File: config.mk
export PLATFORM = sky130hd
export DESIGN_NAME = param_piso_serializer
export DESIGN_NICKNAME = d
export VERILOG_FILES = /design/src/rtl/param_piso_serializer.sv
export SDC_FILE = /design/constraint.sdc
export NUM_CORES = 1
export LEC_CHECK = 0
export ABC_AREA = 0
export BUFFER_PORTS_ARGS = -buffer_cell sky130_fd_sc_hd__buf_2
export CAP_MARGIN = 30
export CORE_AREA = 2 2 39 41
export DETAILED_ROUTE_END_ITERATION = 7
export DIE_AREA = 0 0 41 43
export GPL_TIMING_DRIVEN = 0
export PLACE_DENSITY = 0.59
export SLEW_MARGIN = 25
export SYNTH_ARGS = -nofsm -noshare
export SYNTH_HDL_FRONTEND = slang
export SYNTH_SLANG_ARGS = --single-unit
File: constraint.sdc
create_clock -name input_clock1_clk_1 -period 1.6 [get_ports input_clock1_clk_1]
set_input_delay 0.32 -clock input_clock1_clk_1 [delete_from_list [all_inputs] [get_ports input_clock1_clk_1]]
set_output_delay 0.32 -clock input_clock1_clk_1 [all_outputs]
set_load 0.02 [all_outputs]
File: src/rtl/param_piso_serializer.sv
// Parametrised parallel-in/serial-out serializer with valid/ready on both sides.
// Optional even-parity trailer bit enabled by defining SERIALIZE_PARITY_EN.
module param_piso_serializer #(
    parameter int WIDTH     = 4,
    parameter bit MSB_FIRST = 1'b1,
    parameter int CNT_W     = $clog2(WIDTH + 1)
) (
    input  logic             input_clock1_clk_1,
    input  logic             input_push_button1_reset_1,
    input  logic [WIDTH-1:0] input_data,
    input  logic             input_valid,
    output logic             output_ready,
    output logic             output_ser,
    output logic             output_ser_valid,
    input  logic             input_ser_ready,
    output logic             output_ser_last,
    output logic             output_load_shift,
    output logic [CNT_W-1:0] output_bit_cnt
);

    // state | meaning
    // IDLE  | waiting for a word, output_ready high, serial side idle
    // SHIFT | presenting frame bits, advancing on each downstream beat

`ifdef SERIALIZE_PARITY_EN
    localparam int SR_W = WIDTH + 1;
`else
    localparam int SR_W = WIDTH;
`endif
    localparam int               OUT_IDX  = MSB_FIRST ? SR_W - 1 : 0;
    localparam logic [CNT_W-1:0] LAST_CNT = CNT_W'(SR_W - 1);

    typedef enum logic {
        IDLE  = 1'b0,
        SHIFT = 1'b1
    } state_t;

    state_t            state_q, state_d;
    logic [SR_W-1:0]   shreg_q, shreg_d;
    logic [CNT_W-1:0]  cnt_q, cnt_d;
    logic [SR_W-1:0]   load_word;
    logic [SR_W-1:0]   shifted;
    logic              is_last;
    logic              beat;

    // The parity bit sits at the far end of the register so it leaves last.
    always_comb begin
`ifdef SERIALIZE_PARITY_EN
        if (MSB_FIRST) begin
            load_word = {input_data, ^input_data};
        end else begin
            load_word = {^input_data, input_data};
        end
`else
        load_word = input_data;
`endif
    end

    always_comb begin
        if (MSB_FIRST) begin
            shifted = {shreg_q[SR_W-2:0], 1'b0};
        end else begin
            shifted = {1'b0, shreg_q[SR_W-1:1]};
        end
    end

    assign is_last      = (state_q == SHIFT) && (cnt_q == LAST_CNT);
    assign beat         = (state_q == SHIFT) && input_ser_ready;
    assign output_ready = (state_q == IDLE) || (is_last && input_ser_ready);

    always_comb begin
        state_d = state_q;
        shreg_d = shreg_q;
        cnt_d   = cnt_q;
        case (state_q)
            IDLE: begin
                if (input_valid) begin
                    shreg_d = load_word;
                    cnt_d   = '0;
                    state_d = SHIFT;
                end
            end
            SHIFT: begin
                if (beat) begin
                    if (is_last) begin
                        // Reload in the same beat for gapless back-to-back frames.
                        if (input_valid) begin
                            shreg_d = load_word;
                            cnt_d   = '0;
                        end else begin
                            shreg_d = '0;
                            cnt_d   = '0;
                            state_d = IDLE;
                        end
                    end else begin
                        shreg_d = shifted;
                        cnt_d   = cnt_q + CNT_W'(1);
                    end
                end
            end
            default: begin
                state_d = IDLE;
                shreg_d = '0;
                cnt_d   = '0;
            end
        endcase
    end

    always_ff @(posedge input_clock1_clk_1 or posedge input_push_button1_reset_1) begin
        if (input_push_button1_reset_1) begin
            state_q <= IDLE;
            shreg_q <= '0;
            cnt_q   <= '0;
        end else begin
            state_q <= state_d;
            shreg_q <= shreg_d;
            cnt_q   <= cnt_d;
        end
    end

    assign output_ser        = shreg_q[OUT_IDX];
    assign output_ser_valid  = (state_q == SHIFT);
    assign output_load_shift = (state_q == IDLE);
    assign output_ser_last   = is_last;
    assign output_bit_cnt    = cnt_q;

endmodule

==> results.ini, run 1 <==
[placed_design]
gp_congestion = 0.7414
pre_cts_ws_ps = 151.6
placed_area_um2 = 496.7
numPortBuffers = 15
dp_hpwl_um = 651.6
dp_cells = 73

[grt]
antenna_found_initial = 0
grt_use_met3_pct = 3.141
grt_max_degree = 11
grt_pass1_vias = 355
overflow = 0
grt_pass1_wl_um = 1490
grt_use_total_pct = 12.59
grt.met1_usage_pct = 14.94
use_met2_pct = 19.06
top_usage_layer = met2

[die]
fp.coreArea_um2 = 1384
std_cell_rows = 14
dieArea_um2 = 1763
start_util_pct = 29.02
die_x_um = 41
die_h_um = 43
ios = 16

[power_and_ir_drop]
switching_share_pct = 39.31
p_clk_share_pct = 18.4
power_density_nw_per_um2 = 1532
combPwrFrac_pct = 44.7
leakage_nw = 0.2961
p_switching_mw = 0.3330
ir_drop_mv = 0.4304
power_mw = 0.8470
internal_power_mw = 0.5140
seqPwrFrac_pct = 36.8

[drt]
drt-wirelength-per-cell_um = 11.73
viasPerCell = 4.792
dr.pass1.iters = 4
drt_wl_total_um = 903
drt_iter0_markers = 6
drc = 0
ant_nets = 0
dr_total_vias = 369

[setup_path]
slowest_stage = dfrtp_1
reg2reg_slack_ps = 250
critPathMaxFanout = 6
startpoint_type = flop
end_kind = output port
reg2regPathDepth = 5
path_cells = ha_4 > nand2b_4 > o21ai_2 > buf_4
worst-path-buf-inv = 1
crit_required_ps = 1280
crit_family = flip-flops
crit_path_max_incr_delay_ps = 410
path_class = flop to output port
path_depth = 4
critPathArrivalTime_ps = 1230

[outcome]
status = completed

[synth]
yosys_warnings = 0
synthArstFlopShare_pct = 100.0
synth-edff-count = 0
synth.top_cell.area_share_pct = 49.84
syn-num-nets = 51
netlist_area_um2 = 401.6
synth_area_leaders = dfrtp_1, inv_1, nand3_1
avgSynthCellArea_um2 = 9.563
yosys-top-cells-count = dfrtp_1, inv_1, nand3_1
synth_cell_types = 17
yosysTopAreaCell = dfrtp_1
ys_seq_area_share_pct = 49.84
yosysMostFrequentCell = dfrtp_1
synth_cells = 42
ys_ff_latch = 8
synthFlopType = dfrtp_1

[cells_and_area]
num-nets-final = 72
fillCellCount = 151
drive_gt1_share_pct = 39.34
area_growth_pct = 37.69
layout.cells.non_filler = 77
antenna_cells = 0
final_area_um2 = 553.0

[clock_tree]
tritoncts = done
holdBufCountCts = 0
insertion_delay_ps = 250
clkSlewWorstSetupHoldPaths_ps = 60
cts.path.max_buffers = 2
htreeDepth = 1
root_buffer = clkbuf_4
numCtsBuffers = 3
cts_sinks = 8

[sta]
fin_ws_ps = 54.97
period_share_pct = 96.56
setup_viol = 0
setup-tns-final_ps = 0
finClkSkew_ps = 7.904
worstMarginPinSlew_ps = 314.6
max_clock_freq_mhz = 647.2
final_hold_viol_count = 0
rsz0062_at_grt = no
finalCriticalPeriod_ps = 1545
drv_slew = 0
max_slew_margin_pct = 79.01

[hold_path]
hp-class = primary input to asynchronous set/reset pin

[run]
drv_cap = 0

[per-layer routing]
layer / wire, µm / vias to the layer above
li1: - / 182
met1: 433 / 169
met2: 408 / 16
met3: 48 / 2
met4: 12 / 0
met5: 0 / -
[final timing paths]
check                                                 start                 to
min in group input_clock1_clk_1                 input_valid   output_ser_valid
max in group asynchronous        input_push_button1_reset_1         shreg_q[2]
hold reg to reg                                  shreg_q[0]         shreg_q[0]
setup / recovery                          output_bit_cnt[0]       output_ready
setup reg to reg                          output_bit_cnt[0]         shreg_q[2]
hold / removal                   input_push_button1_reset_1  output_bit_cnt[0]
[layout make-up]
| class | count | area [µm²] | area share [%] |
|---|---|---|---|
| Timing Repair Buffer | 16 | 85.08 | 15.38 |
| Multi-Input combinational cell | 26 | 187.7 | 33.94 |
| Buffer | 1 | 11.26 | 2.036 |
| Sequential cell | 8 | 200.2 | 36.20 |
| Tap cell | 16 | 20.02 | 3.620 |
| Clock buffer | 3 | 22.52 | 4.072 |
| Inverter | 7 | 26.28 | 4.751 |
[flip-flops by register name, indices dropped and copies added (netlist names)]
signal            flops
shreg_q               4
output_bit_cnt        3
output_ser_valid      1
[metrics by stage]
stage | util [%] | hold WS (ps)
after floorplan | - | 135.7
final | 39.96 | 1.678
after global routing | 39.96 | 27.63
after CTS | 39.24 | 12.88
after global placement | 35.90 | 281.0
after detailed placement | 35.90 | 284.2
[logic make-up (layout without fill, tap and decap cells)]
logic type,count (synthesis),in the layout,share of synthesized area (%)
compound gates,11,11,16.82
fa+ha+maj,1,1,3.115
buf+inv,8,27,9.347
flops,8,8,49.84
mux,2,2,6.230
simple gates,12,12,14.64
[worst reg2reg max path: cells and delay by family, from the launching register on]
family / cells / cell delay (ps)
DFF: 1 / 420
and+or+nand+nor: 1 / 210
AOI/OAI and AO/OA: 2 / 270
adders and majority gates: 1 / 190
buffers and inverters: 1 / 130
[power groups by stage]
| stage | logic [mW] | clock network [mW] | registers (mW) |
|---|---|---|---|
| 4_1_cts | 0.369 | 0.160 | 0.313 |
| 5_1_grt | 0.423 | 0.177 | 0.322 |
| 2_1_floorplan | 0.190 | 0 | 0.351 |
| 3_5_place_dp | 0.340 | 0 | 0.307 |
| 6_report | 0.379 | 0.156 | 0.312 |
| 3_3_place_gp | 0.332 | 0 | 0.303 |
[cell usage in the layout (no fill, tap or decap), types with 2 or more instances in the layout]
master / Yosys / final
clkbuf_4: 0 / 3
buf_2: 0 / 14
dfrtp_1: 8 / 8
inv_1: 7 / 7
a31oi_1: 3 / 3
nor2_1: 4 / 4
buf_4: 0 / 2
o21ai_0: 4 / 3
nand3_1: 5 / 5
[timing repair]
action | 4_1_cts | 5_1_grt
pin swaps | 0 | 1
setup endpoints to repair | 2 | 2
endpoints found under the hold margin | 0 | 0
resized for setup | 4 | 1
buffers inserted | 0 | 1
No activity file was read; power rests on OpenSTA's default activity.
==> run 2: changes to the inputs <==
--- a/config.mk
+++ b/config.mk
@@ -8,11 +8,11 @@
 export ABC_AREA = 0
 export BUFFER_PORTS_ARGS = -buffer_cell sky130_fd_sc_hd__buf_2
 export CAP_MARGIN = 30
-export CORE_AREA = 2 2 39 41
+export CORE_AREA = 3 3 40 42
 export DETAILED_ROUTE_END_ITERATION = 7
-export DIE_AREA = 0 0 41 43
+export DIE_AREA = 0 0 43 45
 export GPL_TIMING_DRIVEN = 0
-export PLACE_DENSITY = 0.59
+export PLACE_DENSITY = 0.56
 export SLEW_MARGIN = 25
 export SYNTH_ARGS = -nofsm -noshare
 export SYNTH_HDL_FRONTEND = slang
==> run 2 against run 1 <==
Net effect:
- combinational power is 2% higher
- clock skew is 7.2 ps lower
- final cell count down 1.3%
- clock-buffer cell count stayed put
- total power grew 0.32%
==> results.ini, run 2 (synthesis gave the netlist of run 1 again) <==
[sta]
fin_ws_ps = 73.17
max_slew_margin_pct = 79.32
finClkSkew_ps = 0.6580
holdWs_ps = 4.294
period_share_pct = 95.43
setup-tns-final_ps = 0
finalCriticalPeriod_ps = 1527
drv_slew = 0
worstMarginPinSlew_ps = 309.9
final_hold_viol_count = 0
max_clock_freq_mhz = 655.0
setup_viol = 0

[placed_design]
numPortBuffers = 15
pre_cts_ws_ps = 159.5
dp_hpwl_um = 652.2
gp_congestion = 0.7123
placed_area_um2 = 495.5
dp_cells = 72

[clock_tree]
root_buffer = clkbuf_4
htreeDepth = 1
cts.path.max_buffers = 2
numCtsBuffers = 3
tritoncts = done
holdBufCountCts = 0
insertion_delay_ps = 250
cts_sinks = 8
clkSlewWorstSetupHoldPaths_ps = 50

[cells_and_area]
regMostFlops = shreg_q
area_growth_pct = 37.38
final_area_um2 = 551.8
largest_reg_flops = 4
drive_gt1_share_pct = 39.34
num-nets-final = 72
antenna_cells = 0
mostFrequentLayoutCell = buf_2
most-common-layout-cells = buf_2, dfrtp_1, inv_1
final_util_pct = 42.94
layout.cells.non_filler = 76

[power_and_ir_drop]
power_mw = 0.8497
switching_share_pct = 38.70
combPwrFrac_pct = 45.5
ir_drop_mv = 0.4828
p_clk_share_pct = 17.9
power_density_nw_per_um2 = 1540
leakage_nw = 0.2957
internal_power_mw = 0.5209
seqPwrFrac_pct = 36.5
p_switching_mw = 0.3289

[die]
std_cell_rows = 13
ios = 16
dieArea_um2 = 1935
die_x_um = 43
fp.coreArea_um2 = 1285
die_h_um = 45
start_util_pct = 31.26

[grt]
grt_pass1_wl_um = 1414
grt_pass1_vias = 325
overflow = 0
grt_use_total_pct = 10.35
grt_max_degree = 11
antenna_found_initial = 0

[drt]
viasPerCell = 4.684
drt-wirelength-per-cell_um = 11.28
drt_wl_total_um = 857
drc = 0
drt_iter0_markers = 7
dr_total_vias = 356
dr.pass1.iters = 4
ant_nets = 0

[setup_path]
critPathMaxFanout = 6
crit_required_ps = 1280
critPathArrivalTime_ps = 1210
crit_path_max_incr_delay_ps = 400
end_kind = output port
worst-path-buf-inv = 1
path_class = flop to output port
slowest_stage = dfrtp_1
crit_family = flip-flops
startpoint_type = flop
path_cells = ha_4 > nand2b_4 > o21ai_2 > buf_4

[outcome]
status = completed

[run]
drv_cap = 0

[hold_path]
hp-class = primary input to asynchronous set/reset pin

==> run 2: path summary, 6_finish.rpt <==
check                                                  from           endpoint  slack (ps)  cells after the start
worst max-delay path                      output_bit_cnt[0]       output_ready          70                      4
worst min-delay path             input_push_button1_reset_1  output_bit_cnt[0]           4                      2
worst max register to register            output_bit_cnt[0]         shreg_q[3]         380                      4
worst min register to register                   shreg_q[0]         shreg_q[0]         530                      2
max in group asynchronous        input_push_button1_reset_1  output_bit_cnt[1]        1360                      2
min in group input_clock1_clk_1                 input_valid   output_ser_valid         310                      3
==> run 2: power by group through the flow <==
stage                     sequential [mW]  clock, mW  combinational [mW]
after global routing                0.320      0.171               0.433
after global placement              0.305          0               0.331
after CTS                           0.304      0.161               0.361
after floorplan                     0.351          0               0.190
final                               0.311      0.152               0.387
after detailed placement            0.307          0               0.338
==> run 2: what timing repair did <==
| action | 4_1_cts | 5_1_grt |
|---|---|---|
| setup buffers | 0 | 1 |
| endpoints found under the setup margin | 2 | 1 |
| pin swaps | 0 | 1 |
| resized for setup | 4 | 1 |
==> run 2: metal layers <==
metal	share of wire (%)	global-route usage, %	wire (µm)	vias up
met4	1.4	5.422	12	0
met1	47	12.94	399	159
met2	44	14.07	380	12
met5	0	0	0	-
li1	-	-	-	183
met3	7.5	5.976	64	2
==> run 2: final cells by class <==
| cell class | count | area, µm² |
|---|---|---|
| repair buffers | 16 | 85.08 |
| well taps | 15 | 18.77 |
| inverters | 7 | 26.28 |
| multi-input cells | 26 | 187.7 |
| plain buffers | 1 | 11.26 |
| clock buffers | 3 | 22.52 |
| flip-flops and latches | 8 | 200.2 |
| fillers | 133 | 733.2 |
==> run 2: worst reg2reg max path: cells and delay by family (launching register included) <==
kind | cells | cell delay, ps
AO/OA/AOI/OAI | 2 | 280
AND/OR/NAND/NOR | 1 | 210
flip-flops | 1 | 420
adder cells (fa/ha/maj) | 1 | 190
